$ cat config.mk
export PLATFORM = sky130hd
export DESIGN_NAME = led_frame_scheduler
export DESIGN_NICKNAME = d
export VERILOG_FILES = /design/src/rtl/led_frame_scheduler.sv
export SDC_FILE = /design/constraint.sdc
export NUM_CORES = 1
export LEC_CHECK = 0
export ABC_AREA = 1
export BUFFER_PORTS_ARGS = -buffer_cell sky130_fd_sc_hd__buf_2
export CORE_MARGIN = 4
export CORE_UTILIZATION = 50
export CTS_CLUSTER_SIZE = 24
export DETAILED_ROUTE_END_ITERATION = 8
export HOLD_SLACK_MARGIN = 0.15
export PLACE_DENSITY_LB_ADDON = 0.08
export SETUP_SLACK_MARGIN = 0.4
export SYNTH_ARGS = -nofsm -noshare
export SYNTH_HDL_FRONTEND = slang
export SYNTH_SLANG_ARGS = --single-unit
$ cat constraint.sdc
create_clock -name clk -period 4.05 [get_ports clk]
set_clock_uncertainty 0.05 [all_clocks]
set_input_delay 0.6075 -clock clk [delete_from_list [all_inputs] [get_ports clk]]
set_output_delay 0.6075 -clock clk [all_outputs]
set_load 0.01 [all_outputs]
$ cat src/rtl/led_frame_scheduler.sv
// led_frame_scheduler
// Sequences one refresh of a WS2812B pixel chain. For each pixel it issues
// a memory read, a shift-register load and a transmit window with per-bit
// shift pulses. After the last pixel it holds the latch gap, rotates the
// colour channel, and then paces the next frame to a fixed period.
module led_frame_scheduler #(
    parameter int NUM_PIXELS     = 64,
    parameter int BIT_CYCLES     = 15,
    parameter int BITS_PER_PIXEL = 24,
    parameter int LATCH_CYCLES   = 1000,
    parameter int FRAME_CYCLES   = 200000
) (
    input  logic                          clk,
    input  logic                          rst_n,
    input  logic                          enable,
    output logic [$clog2(NUM_PIXELS)-1:0] pixel,
    output logic                          rd_en,
    output logic                          load_sreg,
    output logic                          transmit_pixel,
    output logic                          shift,
    output logic                          newframe,
    output logic [1:0]                    channel,
    output logic                          busy,
    output logic                          overrun
);

    localparam int PIX_W = $clog2(NUM_PIXELS);
    localparam int BIT_W = (BITS_PER_PIXEL > 1) ? $clog2(BITS_PER_PIXEL) : 1;
    localparam int CYC_W = (BIT_CYCLES > 1)     ? $clog2(BIT_CYCLES)     : 1;
    localparam int LAT_W = (LATCH_CYCLES > 1)   ? $clog2(LATCH_CYCLES)   : 1;
    localparam int TMR_W = (FRAME_CYCLES > 1)   ? $clog2(FRAME_CYCLES)   : 1;

    localparam logic [PIX_W-1:0] PIX_LAST = PIX_W'(NUM_PIXELS - 1);
    localparam logic [BIT_W-1:0] BIT_LAST = BIT_W'(BITS_PER_PIXEL - 1);
    localparam logic [CYC_W-1:0] CYC_LAST = CYC_W'(BIT_CYCLES - 1);
    localparam logic [LAT_W-1:0] LAT_LAST = LAT_W'(LATCH_CYCLES - 1);
    localparam logic [TMR_W-1:0] TMR_LAST = TMR_W'(FRAME_CYCLES - 1);

    typedef enum logic [2:0] {
        S_IDLE  = 3'd0,
        S_FETCH = 3'd1,
        S_LOAD  = 3'd2,
        S_SEND  = 3'd3,
        S_LATCH = 3'd4,
        S_WAIT  = 3'd5
    } state_t;

    state_t             r_state;
    state_t             w_state_nxt;
    logic [PIX_W-1:0]   r_pixel;
    logic [BIT_W-1:0]   r_bit;
    logic [CYC_W-1:0]   r_cyc;
    logic [LAT_W-1:0]   r_lat;
    logic [TMR_W-1:0]   r_timer;
    logic [1:0]         r_channel;
    logic               r_newframe;

    logic w_send_last;
    logic w_latch_last;
    logic w_pixel_last;
    logic w_timer_done;
    logic w_start_frame;

    assign w_send_last  = (r_state == S_SEND) && (r_bit == BIT_LAST) && (r_cyc == CYC_LAST);
    assign w_latch_last = (r_state == S_LATCH) && (r_lat == LAT_LAST);
    assign w_pixel_last = (r_pixel == PIX_LAST);
    assign w_timer_done = (r_timer == TMR_LAST);
    // A FETCH entered from anywhere but SEND is the first pixel of a new frame.
    assign w_start_frame = (w_state_nxt == S_FETCH) && (r_state != S_SEND);

    // State register.
    always_ff @(posedge clk) begin
        if (!rst_n) begin
            r_state <= S_IDLE;
        end else begin
            r_state <= w_state_nxt;
        end
    end

    // Next-state decode.
    always_comb begin
        w_state_nxt = r_state;
        case (r_state)
            S_IDLE: begin
                if (enable) w_state_nxt = S_FETCH;
                else        w_state_nxt = S_IDLE;
            end
            S_FETCH: w_state_nxt = S_LOAD;
            S_LOAD:  w_state_nxt = S_SEND;
            S_SEND: begin
                if (w_send_last) begin
                    if (w_pixel_last) w_state_nxt = S_LATCH;
                    else              w_state_nxt = S_FETCH;
                end else begin
                    w_state_nxt = S_SEND;
                end
            end
            S_LATCH: begin
                if (!w_latch_last)     w_state_nxt = S_LATCH;
                else if (!enable)      w_state_nxt = S_IDLE;
                else if (w_timer_done) w_state_nxt = S_FETCH;
                else                   w_state_nxt = S_WAIT;
            end
            S_WAIT: begin
                if (!enable)           w_state_nxt = S_IDLE;
                else if (w_timer_done) w_state_nxt = S_FETCH;
                else                   w_state_nxt = S_WAIT;
            end
            default: w_state_nxt = S_IDLE;
        endcase
    end

    // Pixel address, bit/cycle/latch counters, frame timer and channel.
    always_ff @(posedge clk) begin
        if (!rst_n) begin
            r_pixel    <= PIX_W'(0);
            r_bit      <= BIT_W'(0);
            r_cyc      <= CYC_W'(0);
            r_lat      <= LAT_W'(0);
            r_timer    <= TMR_W'(0);
            r_channel  <= 2'd0;
            r_newframe <= 1'b0;
        end else begin
            r_newframe <= w_start_frame;

            if (w_send_last && !w_pixel_last) r_pixel <= r_pixel + PIX_W'(1);
            else if (w_latch_last)            r_pixel <= PIX_W'(0);
            else                              r_pixel <= r_pixel;

            if (r_state == S_SEND) begin
                if (r_cyc == CYC_LAST) begin
                    r_cyc <= CYC_W'(0);
                    if (r_bit == BIT_LAST) r_bit <= BIT_W'(0);
                    else                   r_bit <= r_bit + BIT_W'(1);
                end else begin
                    r_cyc <= r_cyc + CYC_W'(1);
                    r_bit <= r_bit;
                end
            end else begin
                r_cyc <= CYC_W'(0);
                r_bit <= BIT_W'(0);
            end

            if (r_state == S_LATCH && !w_latch_last) r_lat <= r_lat + LAT_W'(1);
            else                                     r_lat <= LAT_W'(0);

            // Timer restarts on each newframe and saturates one short of the period.
            if (w_start_frame)      r_timer <= TMR_W'(0);
            else if (!w_timer_done) r_timer <= r_timer + TMR_W'(1);
            else                    r_timer <= r_timer;

            if (w_latch_last) begin
                if (r_channel == 2'd2) r_channel <= 2'd0;
                else                   r_channel <= r_channel + 2'd1;
            end else begin
                r_channel <= r_channel;
            end
        end
    end

    // Output decode from the current state; overrun follows enable at LATCH exit.
    always_comb begin
        rd_en          = 1'b0;
        load_sreg      = 1'b0;
        transmit_pixel = 1'b0;
        shift          = 1'b0;
        busy           = 1'b1;
        overrun        = 1'b0;
        case (r_state)
            S_IDLE:  busy = 1'b0;
            S_FETCH: rd_en = 1'b1;
            S_LOAD:  load_sreg = 1'b1;
            S_SEND: begin
                transmit_pixel = 1'b1;
                // No shift after the final bit: the next load replaces the register.
                if ((r_cyc == CYC_LAST) && (r_bit != BIT_LAST)) shift = 1'b1;
                else                                            shift = 1'b0;
            end
            S_LATCH: overrun = w_latch_last & enable & w_timer_done;
            S_WAIT:  busy = 1'b1;
            default: busy = 1'b0;
        endcase
    end

    assign pixel    = r_pixel;
    assign channel  = r_channel;
    assign newframe = r_newframe;

endmodule

==> results of run 1 <==
routing by layer:
layer / vias to the layer above / track usage (%) / wire [um]
li1: 1119 / - / -
met1: 942 / 21.1 / 2280
met2: 32 / 28.2 / 2070
met3: 6 / 3.59 / 149
met4: 0 / 3.74 / 44
met5: - / 0 / 0
critical path, stage by stage (launching register included):
cell     delay, ns
dfxtp_1       0.42
ha_1          0.24
nand3_2       0.14
nor3_2        0.18
nand3_2       0.20
nor2_1        0.18
buf_2         0.15
power groups by stage:
stage                     Combinational, mW  Sequential (mW)  Clock (mW)
after floorplan                      0.0420            0.507           0
after global placement               0.0574            0.507           0
after detailed placement             0.0572            0.507           0
after CTS                            0.0576            0.496       0.375
after global routing                 0.0657            0.498       0.397
final                                0.0564            0.496       0.364
layout make-up:
type	count	area, um2	area share (%)
multi-input combinational	238	1230	45.9
sequential	49	981	36.8
inverter	51	191	7.17
timing repair buffer	17	85.1	3.19
clock buffer	6	82.6	3.09
tap	52	65.1	2.44
clock inverter	2	37.5	1.41
Yosys cell counts, types with 5 or more instances:
master	n	area share, %
inv_1	49	7.6
o21ai_0	6	1.2
nor2_1	70	11
ha_1	6	3.1
xor2_1	13	4.7
nor3_1	9	1.9
a21oi_1	12	2.5
nand3_1	28	5.8
nand4_1	5	1.3
nand2_1	58	9.0
xnor2_1	6	2.2
dfxtp_1	49	41
registers in the layout, summed over array words and instances (netlist names):
register and cells:
channel 2, r_lat 10, r_bit 5, newframe 1
r_state 3, pixel 6, r_cyc 4, r_timer 18
worst min path at each step:
stage / cells after the start / slack [ns] / end
2_1_floorplan: 1 / 0.37 / r_lat[0]
3_3_place_gp: 1 / 0.38 / r_lat[0]
4_1_cts: 1 / 0.42 / r_lat[0]
6_report: 1 / 0.41 / r_lat[0]
3_5_place_dp: 1 / 0.40 / r_lat[0]
5_1_grt: 1 / 0.45 / r_lat[0]
stage by stage:
step	cells	total power [mW]	util (%)	cell area, um2	hold WS, ns
3_3_place_gp	407	0.564	56.6	2550	0.379
6_report	415	0.916	59.3	2670	0.406
3_5_place_dp	407	0.565	56.6	2550	0.398
4_1_cts	415	0.929	59.3	2670	0.418
5_1_grt	415	0.961	59.3	2670	0.452
2_1_floorplan	339	0.549	-	2410	0.368
kinds of logic (layout without fill, tap and decap cells):
| family | Yosys count | after routing | synth area share, % |
|---|---|---|---|
| and+or+nand+nor | 186 | 186 | 34.3 |
| buffers and inverters | 52 | 76 | 8.41 |
| DFF | 49 | 49 | 40.7 |
| AOI/OAI and AO/OA | 27 | 27 | 6.59 |
| xor gates and xnor gates | 19 | 19 | 6.91 |
| adders and majority gates | 6 | 6 | 3.12 |
==> flow_summary.json, run 1 <==
{
  "outcome": "finished clean",
  "drc_errors": 0,
  "synth-seq-area-share_pct": 40.7,
  "dp_slack_ns": 1.89,
  "viasPerCell": 5.06,
  "crit_end": "overrun",
  "relSlewSlack_pct": 74.1,
  "grt_overflow_total": 0,
  "p_int_mw": 0.709,
  "fp.dieW_um": 77.4,
  "antenna_found_initial": 0,
  "drt_first_pass_iters": 4,
  "fp-row-count": 24,
  "cp.required_ns": 3.39,
  "clk_pin_slew_worst_paths_ns": 0.09,
  "synth_area_mm2": 0.00241,
  "ant_nets": 0,
  "final_cell_mix": "nor2_1, nand2_1, inv_1, dfxtp_1, nand3_1",
  "p_leak_nw": 1.09,
  "cp-start-kind": "register",
  "crit_arrival_ns": 1.81,
  "setup_viol": 0,
  "htreeDepth": 2,
  "synth_edf_count": 0,
  "fin_crit_ns": 2.47,
  "switching_power_mw": 0.207,
  "io_buffers": 17,
  "grt_pass1_wl_um": 8220,
  "seqPwrFrac_pct": 54.1,
  "drive_above_1_share_pct": 9.64,
  "clockPowerShare_pct": 39.7,
  "wl_um": 4540,
  "clock_latency_ns": 0.30,
  "synthesis.instances": 339,
  "worst_slack_ns": 1.58,
  "fmax_mhz": 405,
  "layout_commonest_cell": "nor2_1",
  "irDropWorstVdd_v": 0.000188,
  "r2r_end": "r_timer[11]",
  "track_usage_pct": 16.4,
  "critPathMaxFanout": 8,
  "r2r_slack_ns": 2.11,
  "cts_buffer_depth": 2,
  "cp-end-kind": "primary output",
  "hp-start": "r_lat[0]",
  "finalHoldViolations": 0,
  "max_cap_violations": 0,
  "cts_resized": 0,
  "coreArea_mm2": 0.00450,
  "yosys_most_used_dff": "dfxtp_1",
  "num-fill-cells": 437,
  "postSynthAreaPerCell_um2": 7.11,
  "p_per_area_mw_per_mm2": 343,
  "grt_pass1_vias": 1947,
  "die_y_um": 77.4,
  "drtIter0Drc": 72,
  "max_slew.worst_pin.slew_ns": 0.388,
  "hp-class": "reg2reg",
  "fin_crit_sh_pct": 61.0,
  "async_flop_share_pct": 0,
  "ios": 18,
  "drt-wirelength-per-cell_um": 10.9,
  "synthToLayoutAreaGrowth_pct": 10.7,
  "gp_congestion": 0.880,
  "crit_start": "r_timer[0]",
  "setup_tns_ns": 0,
  "cts-root-buf": "clkbuf_8",
  "syn_nets": 348,
  "ys_seq_elements": 49,
  "yosysWarnings": 0,
  "pwr-share-comb_pct": 6.2,
  "grt_max_degree": 19,
  "criticalPathCategory": "reg2out",
  "cts_setup_buffers": 0,
  "antenna_cells": 0,
  "yosysUniqueCellTypes": 29,
  "dieArea_mm2": 0.00599,
  "p_sw_share_pct": 22.6,
  "rsz0062_at_grt": "no",
  "cts_tree": "done",
  "cts_made_buffers": 5,
  "cts.sinks": 49,
  "final_nets": 371,
  "initial_core_util_pct": 53.5,
  "final_max_slew_viol_count": 0,
  "ff2ff_path_depth": 8,
  "r2r-start": "r_timer[0]",
  "route.vias.total": 2099,
  "hpwlAfterDp_um": 3500,
  "postCtsHoldBufs": 0
}
Power figures use the tool's default switching activity.
==> inputs of run 2 (changes only) <==
==> constraint.sdc (replaced) <==
create_clock -name clk -period 2.35 [get_ports clk]
set_clock_uncertainty 0.05 [all_clocks]
set_input_delay 0.3525 -clock clk [delete_from_list [all_inputs] [get_ports clk]]
set_output_delay 0.3525 -clock clk [all_outputs]
set_load 0.01 [all_outputs]
==> flow_summary.json, run 2 (synthesized netlist as in run 1, its figures left out) <==
{
  "finalHoldViolations": 0,
  "drc_errors": 0,
  "largest_register_ff_count": 18,
  "fp.dieW_um": 77.4,
  "hp-class": "in2reg",
  "max_flop_register": "r_timer",
  "io_buffers": 17,
  "utilization_pct": 61.3,
  "clock_latency_ns": 0.29,
  "hpwlAfterDp_um": 3480,
  "grt_overflow_total": 0,
  "cp.required_ns": 1.95,
  "route.vias.total": 2107,
  "final_nets": 375,
  "cp-start-kind": "register",
  "rsz0062_at_grt": "yes",
  "antenna_found_initial": 0,
  "antenna_cells": 0,
  "p_per_area_mw_per_mm2": 545,
  "setup_tns_ns": 0,
  "setup_viol": 0,
  "critPathMaxFanout": 3,
  "die_y_um": 77.4,
  "outcome": "finished clean",
  "max_cap_violations": 0,
  "worst_slack_ns": 0.462,
  "drtIter0Drc": 69,
  "grt_max_degree": 19,
  "fin_crit_ns": 1.89,
  "irDropWorstVdd_v": 0.000396,
  "coreArea_mm2": 0.00450,
  "hold_depth": 3,
  "drive_above_1_share_pct": 14.7,
  "ant_nets": 0,
  "ios": 18,
  "track_usage_pct": 16.8,
  "relSlewSlack_pct": 72.9,
  "grt_pass1_wl_um": 8440,
  "viasPerCell": 5.03,
  "gp_congestion": 0.908,
  "cts_buffer_depth": 2,
  "initial_core_util_pct": 53.5,
  "cts.sinks": 49,
  "htreeDepth": 2,
  "grt_pass1_vias": 2006,
  "cp-end-kind": "primary output",
  "final_max_slew_viol_count": 0,
  "drt_first_pass_iters": 4,
  "fmax_mhz": 530,
  "final_cell_mix": "nor2_1, nand2_1, inv_1, dfxtp_1, nand3_1",
  "whs_ns": 0.313,
  "max_slew.worst_pin.slew_ns": 0.404,
  "p_leak_nw": 1.12,
  "fp-row-count": 24,
  "dieArea_mm2": 0.00599,
  "cts_tree": "done",
  "synthToLayoutAreaGrowth_pct": 14.6,
  "crit_arrival_ns": 1.49,
  "fin_crit_sh_pct": 80.3,
  "criticalPathCategory": "reg2out",
  "cts_made_buffers": 5,
  "dp_slack_ns": 0.409,
  "wl_um": 4700,
  "cts-root-buf": "clkbuf_8",
  "ff2ff_path_depth": 9,
  "clk_pin_slew_worst_paths_ns": 0.09,
  "drt-wirelength-per-cell_um": 11.2,
  "layout_commonest_cell": "nor2_1"
}
==> run 2: cell count changes in the layout (fill, tap and decap cells not counted), sizes merged <==
| cell | change |
|---|---|
| buf | +4 |
| bufinv | -1 |
| clkbuf | +1 |
| clkinv | +1 |
| clkinvlp | -1 |
==> run 2: layout make-up <==
class	count	area [um2]
inverter	51	191
timing repair buffer	21	115
sequential	49	993
tap	52	65.1
fill	432	1740
multi-input combinational	238	1290
clock buffer	7	96.3
clock inverter	1	5.00
==> run 2: through the flow <==
stage	instance area [um2]	power, mW	instances
floorplan	2410	0.946	339
global placement	2560	0.974	408
detailed placement	2560	0.974	408
CTS	2730	1.52	417
global route	2760	1.57	419
finish	2760	1.50	419
==> run 2: metal layers <==
metal  vias to the layer above  track usage [%]  part of all wire (%)
met4                         0             6.41                   1.8
met1                       939             21.6                    49
li1                       1128                -                     -
met3                         9             3.36                   2.6
met5                         -                0                     0
met2                        31             27.6                    46
==> run 2: final timing paths <==
kind | endpoint | slack (ns) | start
max | overrun | 0.46 | r_lat[0]
min reg2reg | r_lat[0] | 0.40 | r_lat[0]
min | r_state[0] | 0.31 | rst_n
max reg2reg | r_timer[14] | 0.56 | r_timer[0]
==> run 2: report_power, final <==
part | internal [mW] | leakage [nW] | switching, mW
sequential | 0.844 | 0.398 | 0.0135
combinational | 0.0434 | 0.665 | 0.0700
clock | 0.266 | 0.0542 | 0.267
==> run 2: critical path: stages (launching register included) <==
cell	delay (ns)
dfxtp_4	0.38
ha_4	0.15
nand2_4	0.05
inv_2	0.06
nand2_2	0.05
nor2_2	0.08
nand4_1	0.14
nor2_2	0.13
buf_2	0.14
==> run 2: timing repair <==
item | 4_1_cts | 5_1_grt
endpoints found under the hold margin | 0 | 0
hold buffers | 0 | 0
resized for setup | 17 | 7
setup buffers | 1 | 2
pin swaps | 5 | 4
setup endpoints to repair | 2 | 22
